$ cat src/rtl/serial_adder_ctrl.sv
// Bit-serial add/subtract engine: one full-adder cell stepped LSB-first over WIDTH cycles.
// Ports: clk, rst(sync, high), start/sub/op_a/op_b in; busy/done/result/cout/ovf out.

module sa_fa_cell (
  input  logic i_a,
  input  logic i_b,
  input  logic i_cin,
  output logic o_sum,
  output logic o_carry
);

  assign o_sum   = i_a ^ i_b ^ i_cin;
  assign o_carry = (i_a & i_b) | (i_cin & (i_a ^ i_b));

endmodule

module serial_adder_ctrl #(
  parameter int WIDTH = 8
) (
  input  logic             clk,
  input  logic             rst,
  input  logic             start,
  input  logic             sub,
  input  logic [WIDTH-1:0] op_a,
  input  logic [WIDTH-1:0] op_b,
  output logic             busy,
  output logic             done,
  output logic [WIDTH-1:0] result,
  output logic             cout,
  output logic             ovf
);

  localparam int CW = $clog2(WIDTH) + 1;

  typedef enum logic [1:0] {
    S_IDLE = 2'd0,
    S_RUN  = 2'd1,
    S_DONE = 2'd2
  } state_t;

  state_t r_state;
  state_t w_next;

  logic [WIDTH-1:0] r_a_sh;
  logic [WIDTH-1:0] r_b_sh;
  logic [WIDTH-2:0] r_sum_sh;
  logic [WIDTH-1:0] r_result;
  logic [CW-1:0]    r_cnt;
  logic             r_carry;
  logic             r_cout;
  logic             r_ovf;

  logic             w_sum;
  logic             w_carry;
  logic             w_accept;
  logic             w_run;
  logic             w_last;
  logic [WIDTH-1:0] w_sum_nx;

  sa_fa_cell u_cell (
    .i_a     (r_a_sh[0]),
    .i_b     (r_b_sh[0]),
    .i_cin   (r_carry),
    .o_sum   (w_sum),
    .o_carry (w_carry)
  );

  assign w_run    = (r_state == S_RUN);
  assign w_accept = start &&
                    ((r_state == S_IDLE) || (r_state == S_DONE));
  assign w_last   = w_run && (r_cnt == CW'(WIDTH - 1));

  // Newest sum bit enters at the MSB; after the final step the
  // oldest (bit 0) sum has reached the LSB of this vector.
  assign w_sum_nx = {w_sum, r_sum_sh};

  always_ff @(posedge clk) begin
    if (rst) begin
      r_state <= S_IDLE;
    end else begin
      r_state <= w_next;
    end
  end

  always_comb begin
    w_next = r_state;
    unique case (r_state)
      S_IDLE:  w_next = start ? S_RUN : S_IDLE;
      S_RUN:   w_next = w_last ? S_DONE : S_RUN;
      S_DONE:  w_next = start ? S_RUN : S_IDLE;
      default: w_next = S_IDLE;
    endcase
  end

  always_comb begin
    busy = 1'b0;
    done = 1'b0;
    unique case (r_state)
      S_RUN:   busy = 1'b1;
      S_DONE:  done = 1'b1;
      default: begin
        busy = 1'b0;
        done = 1'b0;
      end
    endcase
  end

  always_ff @(posedge clk) begin
    if (rst) begin
      r_a_sh   <= '0;
      r_b_sh   <= '0;
      r_sum_sh <= '0;
      r_result <= '0;
      r_cnt    <= '0;
      r_carry  <= 1'b0;
      r_cout   <= 1'b0;
      r_ovf    <= 1'b0;
    end else if (w_accept) begin
      // Subtraction is A + ~B + 1: invert B, seed the carry with 1.
      r_a_sh   <= op_a;
      r_b_sh   <= sub ? ~op_b : op_b;
      r_sum_sh <= '0;
      r_cnt    <= '0;
      r_carry  <= sub;
    end else if (w_run) begin
      r_a_sh   <= {1'b0, r_a_sh[WIDTH-1:1]};
      r_b_sh   <= {1'b0, r_b_sh[WIDTH-1:1]};
      r_sum_sh <= w_sum_nx[WIDTH-1:1];
      r_carry  <= w_carry;
      r_cnt    <= r_cnt + CW'(1);
      if (w_last) begin
        // r_carry here is the carry into the MSB.
        r_result <= w_sum_nx;
        r_cout   <= w_carry;
        r_ovf    <= r_carry ^ w_carry;
      end
    end
  end

  assign result = r_result;
  assign cout   = r_cout;
  assign ovf    = r_ovf;

endmodule

$ cat config.mk
export PLATFORM = sky130hd
export DESIGN_NAME = serial_adder_ctrl
export DESIGN_NICKNAME = d
export VERILOG_FILES = /design/src/rtl/serial_adder_ctrl.sv
export SDC_FILE = /design/constraint.sdc
export NUM_CORES = 1
export LEC_CHECK = 0
export ABC_AREA = 1
export CAP_MARGIN = 5
export CORE_UTILIZATION = 47
export DETAILED_ROUTE_END_ITERATION = 10
export PLACE_DENSITY = 0.73
export SKIP_CTS_REPAIR_TIMING = 1
export SYNTH_ARGS = -nofsm -noshare
export SYNTH_HDL_FRONTEND = slang
export SYNTH_SLANG_ARGS = --single-unit
$ cat constraint.sdc
create_clock -name clk -period 1.45 [get_ports clk]
set_input_delay 0.145 -clock clk [delete_from_list [all_inputs] [get_ports clk]]
set_output_delay 0.145 -clock clk [all_outputs]
set_load 0.02 [all_outputs]
== After elaboration in Yosys (flattened, before gate mapping) ==
Cells that the tools add are included.

* Add/subtract/negate cells: 1
* Bitwise logic cells: 8
* Div/mod/pow operators: 0
* Multiplexer cells: 12
* Equal/unequal tests: 3
* $mul: 0
* Shift operators: 0
* Reductions and logical operators: 8
* $lt $le $gt $ge: 0

{| class="wikitable"
|+ Operators with widths
! cell !! number
|-
| two-way mux 8 bit || 5
|-
| inverter 8 bit || 1
|-
| two-way mux 1 bit || 5
|-
| adder 4 x 1 -> 4 bit (second input constant) || 1
|-
| equality test 4 x 3 -> 1 bit (second input constant) || 1
|-
| case mux 2 bit (2 select lines) || 1
|-
| OR reduction 2 bit || 2
|-
| AND reduction 3 bit || 1
|-
| bitwise XOR 1 bit || 3
|-
| bitwise AND 1 bit || 2
|-
| equality test 2 x 1 -> 1 bit (second input constant) || 1
|-
| equality test 2 bit (second input constant) || 1
|-
| logical AND 1 bit || 2
|-
| logical NOT 2 bit || 1
|-
| two-way mux 2 bit || 1
|-
| nonzero test 2 bit || 1
|-
| logical OR 1 bit || 1
|-
| inverter 1 bit || 1
|-
| OR 1 bit || 1
|}

* Latch bits: 0
* Bits of input ports: 20
* ROM bits: 0
* Register bits after elaboration: 40
* Memories: 0
* Word-level logic and storage cells: 41
* Bits in writable memories: 0

== Depth between registers and ports, before layout ==
Gate-level depths: netlist of the first run.

* Depth after elaboration: 5
* Mapped depth: 8

== By module ==
A second synthesis of the first run with hierarchy kept.

* Cells, all modules: 253
* Area total of the unflattened synthesis: 1786.7 µm²

{| class="wikitable"
|+ Modules (own cells, without submodules)
! module !! times used !! sequential area each (µm²) !! area an instance (µm²) !! cells each
|-
| serial_adder_ctrl || 1 || 800.8 || 1766.7 || 252
|-
| sa_fa_cell || 1 || 0.0 || 20.0 || 1
|}

== Worst setup path before layout of the first run ==
Ideal clock, no wire load.

* Kind: reg2reg
* Start: register r_carry
* End: register r_ovf (netlist: ovf)
* Stages on the path, launching flop included: 5
* Arrival time: 1.070 ns
* Clock period less this slack: 1.183 ns
* Path buffers: 0
* Slack: 0.267 ns
* Path through: dfxtp_1 fa_1 xor2_1 nor2_1 nor2_1

* Longest elaborated chain between the ends: 3

{| class="wikitable"
|+ Ends and longest elaborated chain
! item !! RTL line !! source
|-
| from (decl) || 49 || <nowiki>logic r_carry;</nowiki>
|-
| from (signal assigned) || 124 || <nowiki>r_carry <= sub;</nowiki>
|-
| from (signal assigned) || 129 || <nowiki>r_carry <= w_carry;</nowiki>
|-
| bitwise AND 1 bit || 13 || <nowiki>assign o_carry = (i_a & i_b) | (i_cin & (i_a ^ i_b));</nowiki>
|-
| OR 1 bit || 13 ||
|-
| via u_cell.o_carry || 9 || <nowiki>output logic o_carry</nowiki>
|-
| bitwise XOR 1 bit || 135 || <nowiki>r_ovf <= r_carry ^ w_carry;</nowiki>
|-
| to (signal assigned) || 135 ||
|-
| to (decl) || 51 || <nowiki>logic r_ovf;</nowiki>
|}

The timed path passes the listed nets, and every way through them passes these cells.
A chain may end at the register's enable or synchronous reset.

== Worst setup path after layout of the first run ==
* Start: register r_result[2] (netlist: result[2])
* End: output result[2]

{| class="wikitable"
|+ RTL lines
! item !! RTL line !! source
|-
| from (decl) || 47 || <nowiki>logic [WIDTH-1:0] r_result;</nowiki>
|-
| from (signal assigned) || 133 || <nowiki>r_result <= w_sum_nx;</nowiki>
|-
| to (decl) || 28 || <nowiki>output logic [WIDTH-1:0] result,</nowiki>
|}

No word-level cell between the ends.

==> metrics.txt, run 1 <==
placed cell areas 2180 um^2; later-pin clock latency in the skew report 0.28 ns; clock slew at reported path FFs 0.07 ns; Ant. Diodes 0; fmax 0.731 GHz; CP max-delay cell clkdlybuf4s50_1; Post-Layout Cell Count 340; Initial Util 50.9%; Syn Area/Cell 7.01 um^2; synthesis-stage register bit count 40; TritonRoute pass-1 iters 4; Post-Synthesis Cells 250; Crit path max-delay family buffers and inverters; fillcell total 323; count leader, synth nand2_1; drt total wl 3.77 mm; CTS tree done; leak pwr 1.05 nW; hold path depth 3; CP Capture Type primary output; pins over their slew limit 0; DRT antenna net count 0; total number of yosys warnings 0; Period Utilization, post-route 94.3%; DRC viols 0; mux cell area share after synthesis 0%; Sink Count 40; Die Ht 63.1 um; measured slew at the worst slew-check pin 0.259 ns; cells taking the most area after synthesis dfxtp_1, nand2_1, o21ai_0; remaining global-route overflow 0; DP Wirelength 2.81 mm; Post-Synth Simple-Gate Area 28.3%; Core Region 3440 um^2; placer congestion estimate 0.763; WL/cell 11.1 um; layout overhead on the synthesized area 29.9%; post-synthesis xor/xnor area fraction 1.00%; area of the multi-input gates 768 um^2; chip width 63.1 um; number of synthesized flops with an enable pin 0; GRT Resource Usage Total 20.7%; first-pass GRT wire length 6.48 mm; Worst R2R Setup Slack 0.17 ns; CTS Buffer Depth 2; via count 1675; worst hold start op_a[7]; Final nets 316; Synth top cells by count nand2_1, dfxtp_1, inv_1; cell count after placement 333; Root Driver clkbuf_8; cell area power density 979 nW/um^2; Worst setup SP type flip-flop; Worst Hold Path EP r_a_sh[7]; worst-path cell chain clkdlybuf4s50_1; adder-cell share of the synthesized area 1.86%; TritonCTS Buffers 5; Synth top area share 45.7%; Finish-stage setup viols 0; relative slew slack 82.6%; Hold/Removal Path Class in2reg; RSZ-0062 raised after global routing false; vias in the first global route 1497; worst flop-to-flop path endpoint cout; crit-path max cell delay 0.60 ns; ratio of cells with drive above 1 in the final layout 10.2%; Seq/Total Area, Yosys 45.7%; Synthesized Nets 272; FF-to-FF Start r_cnt[0]; Synth Area in Compound Gates 12.3%; io pins 32; R2R cell count 6; die area 3980 um^2; Distinct cells, synth 18; worst path bufs/invs 1; Required @ worst endpoint 1.31 ns; Synth Flop Type dfxtp_1; H-tree Lvls 2; cell row count 21; largest family of logic cells by synthesized area simple AND/OR/NAND/NOR gates; clock skew 0.00387 ns; Async S/R FF share, synth 0%; initial antenna violation count 0; peak supply drop 0.637 mV; CP Class reg2out; Vias/cell 4.93; min Tclk post-route 1.37 ns; status completed; pin count of the biggest net entering global routing 17; Yosys top cell by area dfxtp_1; Iteration-0 DRC Markers 73; Final Instance Area 2270 um^2; Critical Path AT 1.22 ns; storage element area 801 um^2; total of max-cap violations 0; final hold violation count 0; Mapped Area 1750 um^2; worst-path maximum fanout 2; PortBufs 31
-- layout by cell type (no fill, tap or decap) --
cell type        synthesis  routed
nand2_1                 49      47
dfxtp_1                 40      40
inv_1                   35      35
nor2_1                  31      30
clkdlybuf4s50_1          0      29
o21ai_0                 29      28
nand3_1                 28      28
buf_4                    3      16
a21oi_1                 14      14
nor3_1                   5       5
clkbuf_8                 0       5
nand2_2                  2       4
xor2_1                   2       2
dlymetal6s2s_1           0       2
inv_2                    1       1
nor2_4                   1       1
nor2_2                   0       1
or2_2                    1       1
o21ai_1                  0       1
fa_1                     1       1
ha_1                     1       1
clkinv_2                 0       1
clkbuf_1                 2       1
-- through the flow --
| step | TNS (ns) | hold WS (ns) | setup slack (ns) | utilization (%) | total power, W |
|---|---|---|---|---|---|
| 2_1_floorplan | 0 | 0.214 | 0.267 | - | 0.00143 |
| 3_3_place_gp | 0 | 0.449 | 0.0790 | 63.5 | 0.00157 |
| 3_5_place_dp | 0 | 0.456 | 0.0633 | 63.5 | 0.00158 |
| 4_1_cts | -0.404 | 0.457 | -0.219 | 65.7 | 0.00224 |
| 5_1_grt | 0 | 0.462 | 0.0331 | 66.1 | 0.00235 |
| 6_report | 0 | 0.461 | 0.0829 | 66.1 | 0.00223 |
-- logic make-up after synthesis --
logic type / count (synthesis)
buf+inv: 46
compound gates: 43
simple gates: 117
flops: 40
xor+xnor: 2
fa+ha+maj: 2
-- layer usage --
| layer | vias up | share of wire (%) | track usage, % |
|---|---|---|---|
| li1 | 878 | - | - |
| met1 | 753 | 47 | 27.0 |
| met2 | 38 | 46 | 33.1 |
| met3 | 6 | 5.0 | 4.35 |
| met4 | 0 | 1.7 | 8.14 |
| met5 | - | 0 | 0 |
-- layout make-up --
cell class	count	area share [%]
Clock inverter	1	0.220
Tap cell	46	2.53
Inverter	36	5.94
Clock buffer	6	3.19
Timing Repair Buffer	47	19.1
Multi-Input combinational cell	164	33.8
Sequential cell	40	35.2
-- registers in the layout, indices dropped and copies added, names as in the netlist --
name      count
r_cnt         4
result        8
cout          1
ovf           1
r_carry       1
r_sum_sh      7
r_state       2
r_b_sh        8
r_a_sh        8
-- report_power, final --
group / total [W] / internal, W / switching, W
clock: 0.000670 / 0.000327 / 0.000343
sequential: 0.00120 / 0.00116 / 0.0000369
combinational: 0.000361 / 0.000165 / 0.000196
-- worst max path at each step --
stage / startpoint / to / slack (ns) / cells after the start
finish: result[2] / result[2] / 0.08 / 1
detailed placement: r_state[0] / result[0] / 0.06 / 6
CTS: r_state[0] / busy / -0.22 / 3
floorplan: r_carry / ovf / 0.27 / 4
global placement: start / r_a_sh[0] / 0.08 / 8
global route: result[2] / result[2] / 0.03 / 1
(Power assumes the default switching activity.)
==> run 2, diff against run 1 <==
--- a/config.mk
+++ b/config.mk
@@ -10,6 +10,7 @@
 export CORE_UTILIZATION = 47
 export DETAILED_ROUTE_END_ITERATION = 10
 export PLACE_DENSITY = 0.73
+export RECOVER_POWER = 50
 export SKIP_CTS_REPAIR_TIMING = 1
 export SYNTH_ARGS = -nofsm -noshare
 export SYNTH_HDL_FRONTEND = slang
==> metrics.txt, run 2 (synthesis gave the netlist of run 1 again) <==
status completed; Sink Count 40 (unchanged); worst path bufs/invs 1 (unchanged); fillcell total 326 (+0.93%); final hold violation count 0 (unchanged); leak pwr 1.03 nW (-2.0%); crit-path max cell delay 0.60 ns (about the same); io pins 32 (unchanged); CP Capture Type primary output; CTS tree done; Initial Util 50.9% (unchanged); utilization after layout 65.7% (-0.40 points); peak supply drop 0.637 mV (about the same); ratio of cells with drive above 1 in the final layout 9.86% (-0.34 points); met3 WL 161 um (-14%); TritonCTS Buffers 5 (unchanged); drt total wl 3.76 mm (-0.40%); TritonRoute pass-1 iters 4 (unchanged); RSZ-0062 raised after global routing false; chip width 63.1 um (unchanged); Finish-stage setup viols 0 (unchanged); fmax 0.732 GHz (about the same); worst-path maximum fanout 2 (unchanged); placed cell areas 2180 um^2 (unchanged); R2R cell count 6 (unchanged); FF-to-FF Start r_state[0]; H-tree Lvls 2 (unchanged); initial antenna violation count 0 (unchanged); metal2 WL 1.75 mm (+0.40%); Vias/cell 4.93 (unchanged); Final nets 316 (unchanged); setup ws final 0.0830 ns (+0.0000680 ns); Period Utilization, post-route 94.3% (about the same); vias in the first global route 1497 (unchanged); Critical Path AT 1.22 ns (about the same); worst slack at placement 0.0633 ns (unchanged); Iteration-0 DRC Markers 72 (-1.4%); placer congestion estimate 0.763 (unchanged); cell row count 21 (unchanged); first-pass GRT wire length 6.48 mm (unchanged); GRT Resource Usage Total 20.7% (unchanged); hold path depth 3 (unchanged); measured slew at the worst slew-check pin 0.295 ns (+0.0363 ns); Worst R2R Setup Slack 0.16 ns (about the same); DP Wirelength 2.81 mm (unchanged); Die Ht 63.1 um (unchanged); DRC viols 0 (unchanged); Crit path max-delay family buffers and inverters; total of max-cap violations 0 (unchanged); Root Driver clkbuf_8; cell area power density 983 nW/um^2 (+0.45%); via count 1675 (unchanged); met1 WL 1.78 mm (+0.28%); leading cell type in the layout, fill and taps excluded nand2_1; worst-path cell chain clkdlybuf4s50_1; DRT antenna net count 0 (unchanged); WL/cell 11.1 um (-0.40%); clock skew 0.00386 ns (-0.00000991 ns); CP Class reg2out; worst flop-to-flop path endpoint r_a_sh[6]; CTS Buffer Depth 2 (unchanged); relative slew slack 80.3% (-2.2 points); PortBufs 31 (unchanged); remaining global-route overflow 0 (unchanged); Ant. Diodes 0 (unchanged); pins over their slew limit 0 (unchanged); later-pin clock latency in the skew report 0.28 ns (about the same); Final Instance Area 2260 um^2 (-0.60%); Worst setup SP type flip-flop; worst hold start op_a[7]; Core Region 3440 um^2 (unchanged); max layer used met4; die area 3980 um^2 (unchanged); min Tclk post-route 1.37 ns (-0.0000680 ns); pin count of the biggest net entering global routing 17 (unchanged); Hold/Removal Path Class in2reg; layout overhead on the synthesized area 29.1%; Required @ worst endpoint 1.31 ns (about the same); most frequent cells in the layout nand2_1, dfxtp_1, inv_1; clock slew at reported path FFs 0.07 ns (about the same); Worst Hold Path EP r_a_sh[7]; CP max-delay cell clkdlybuf4s50_1
==> run 2: changes by cell type in the layout (fill, tap and decap cells not counted) <==
cell / delta
clkbuf_2: +1
nand2_1: +1
clkdlybuf4s50_1: -1
clkbuf_1: +1
nand2_2: -1
dlygate4sd3_1: +1
dlymetal6s2s_1: -1
buf_4: -1
==> run 2: cell type report <==
class | instances | area, um^2 | share of cell area, %
multi-input combinational | 164 | 766 | 33.9
tap | 46 | 57.6 | 2.55
inverter | 36 | 135 | 5.98
clock buffer | 6 | 72.6 | 3.21
sequential | 40 | 801 | 35.4
timing repair buffer | 47 | 424 | 18.8
clock inverter | 1 | 5.00 | 0.221
==> run 2: per-layer routing <==
layer	vias up	GRT usage [%]
met5	-	0
met4	0	8.14
met3	6	4.35
met2	34	33.1
met1	757	27.0
li1	878	-
==> run 2: worst max-delay path by stage <==
stage	from	endpoint	slack, ns	depth (start not counted)
final	result[2]	result[2]	0.08	1
after global routing	result[2]	result[2]	0.03	1
after global placement	start	r_a_sh[0]	0.08	8
after CTS	r_state[0]	busy	-0.22	3
after detailed placement	r_state[0]	result[0]	0.06	6
after floorplan	r_carry	ovf	0.27	4
==> run 2: through the flow <==
| stage | setup TNS, ns | hold slack, ns | power [W] | std cells |
|---|---|---|---|---|
| after floorplan | 0 | 0.214 | 0.00143 | 250 |
| after global placement | 0 | 0.449 | 0.00157 | 333 |
| after detailed placement | 0 | 0.456 | 0.00158 | 333 |
| after CTS | -0.404 | 0.457 | 0.00224 | 340 |
| after global routing | 0 | 0.462 | 0.00235 | 340 |
| final | 0 | 0.464 | 0.00222 | 340 |
==> run 2: where the power goes <==
group | switching [W] | total (W) | internal [W]
Clock | 0.000343 | 0.000670 | 0.000327
Sequential | 0.0000370 | 0.00120 | 0.00116
Combinational | 0.000194 | 0.000357 | 0.000163
Total | 0.000574 | 0.00222 | 0.00165
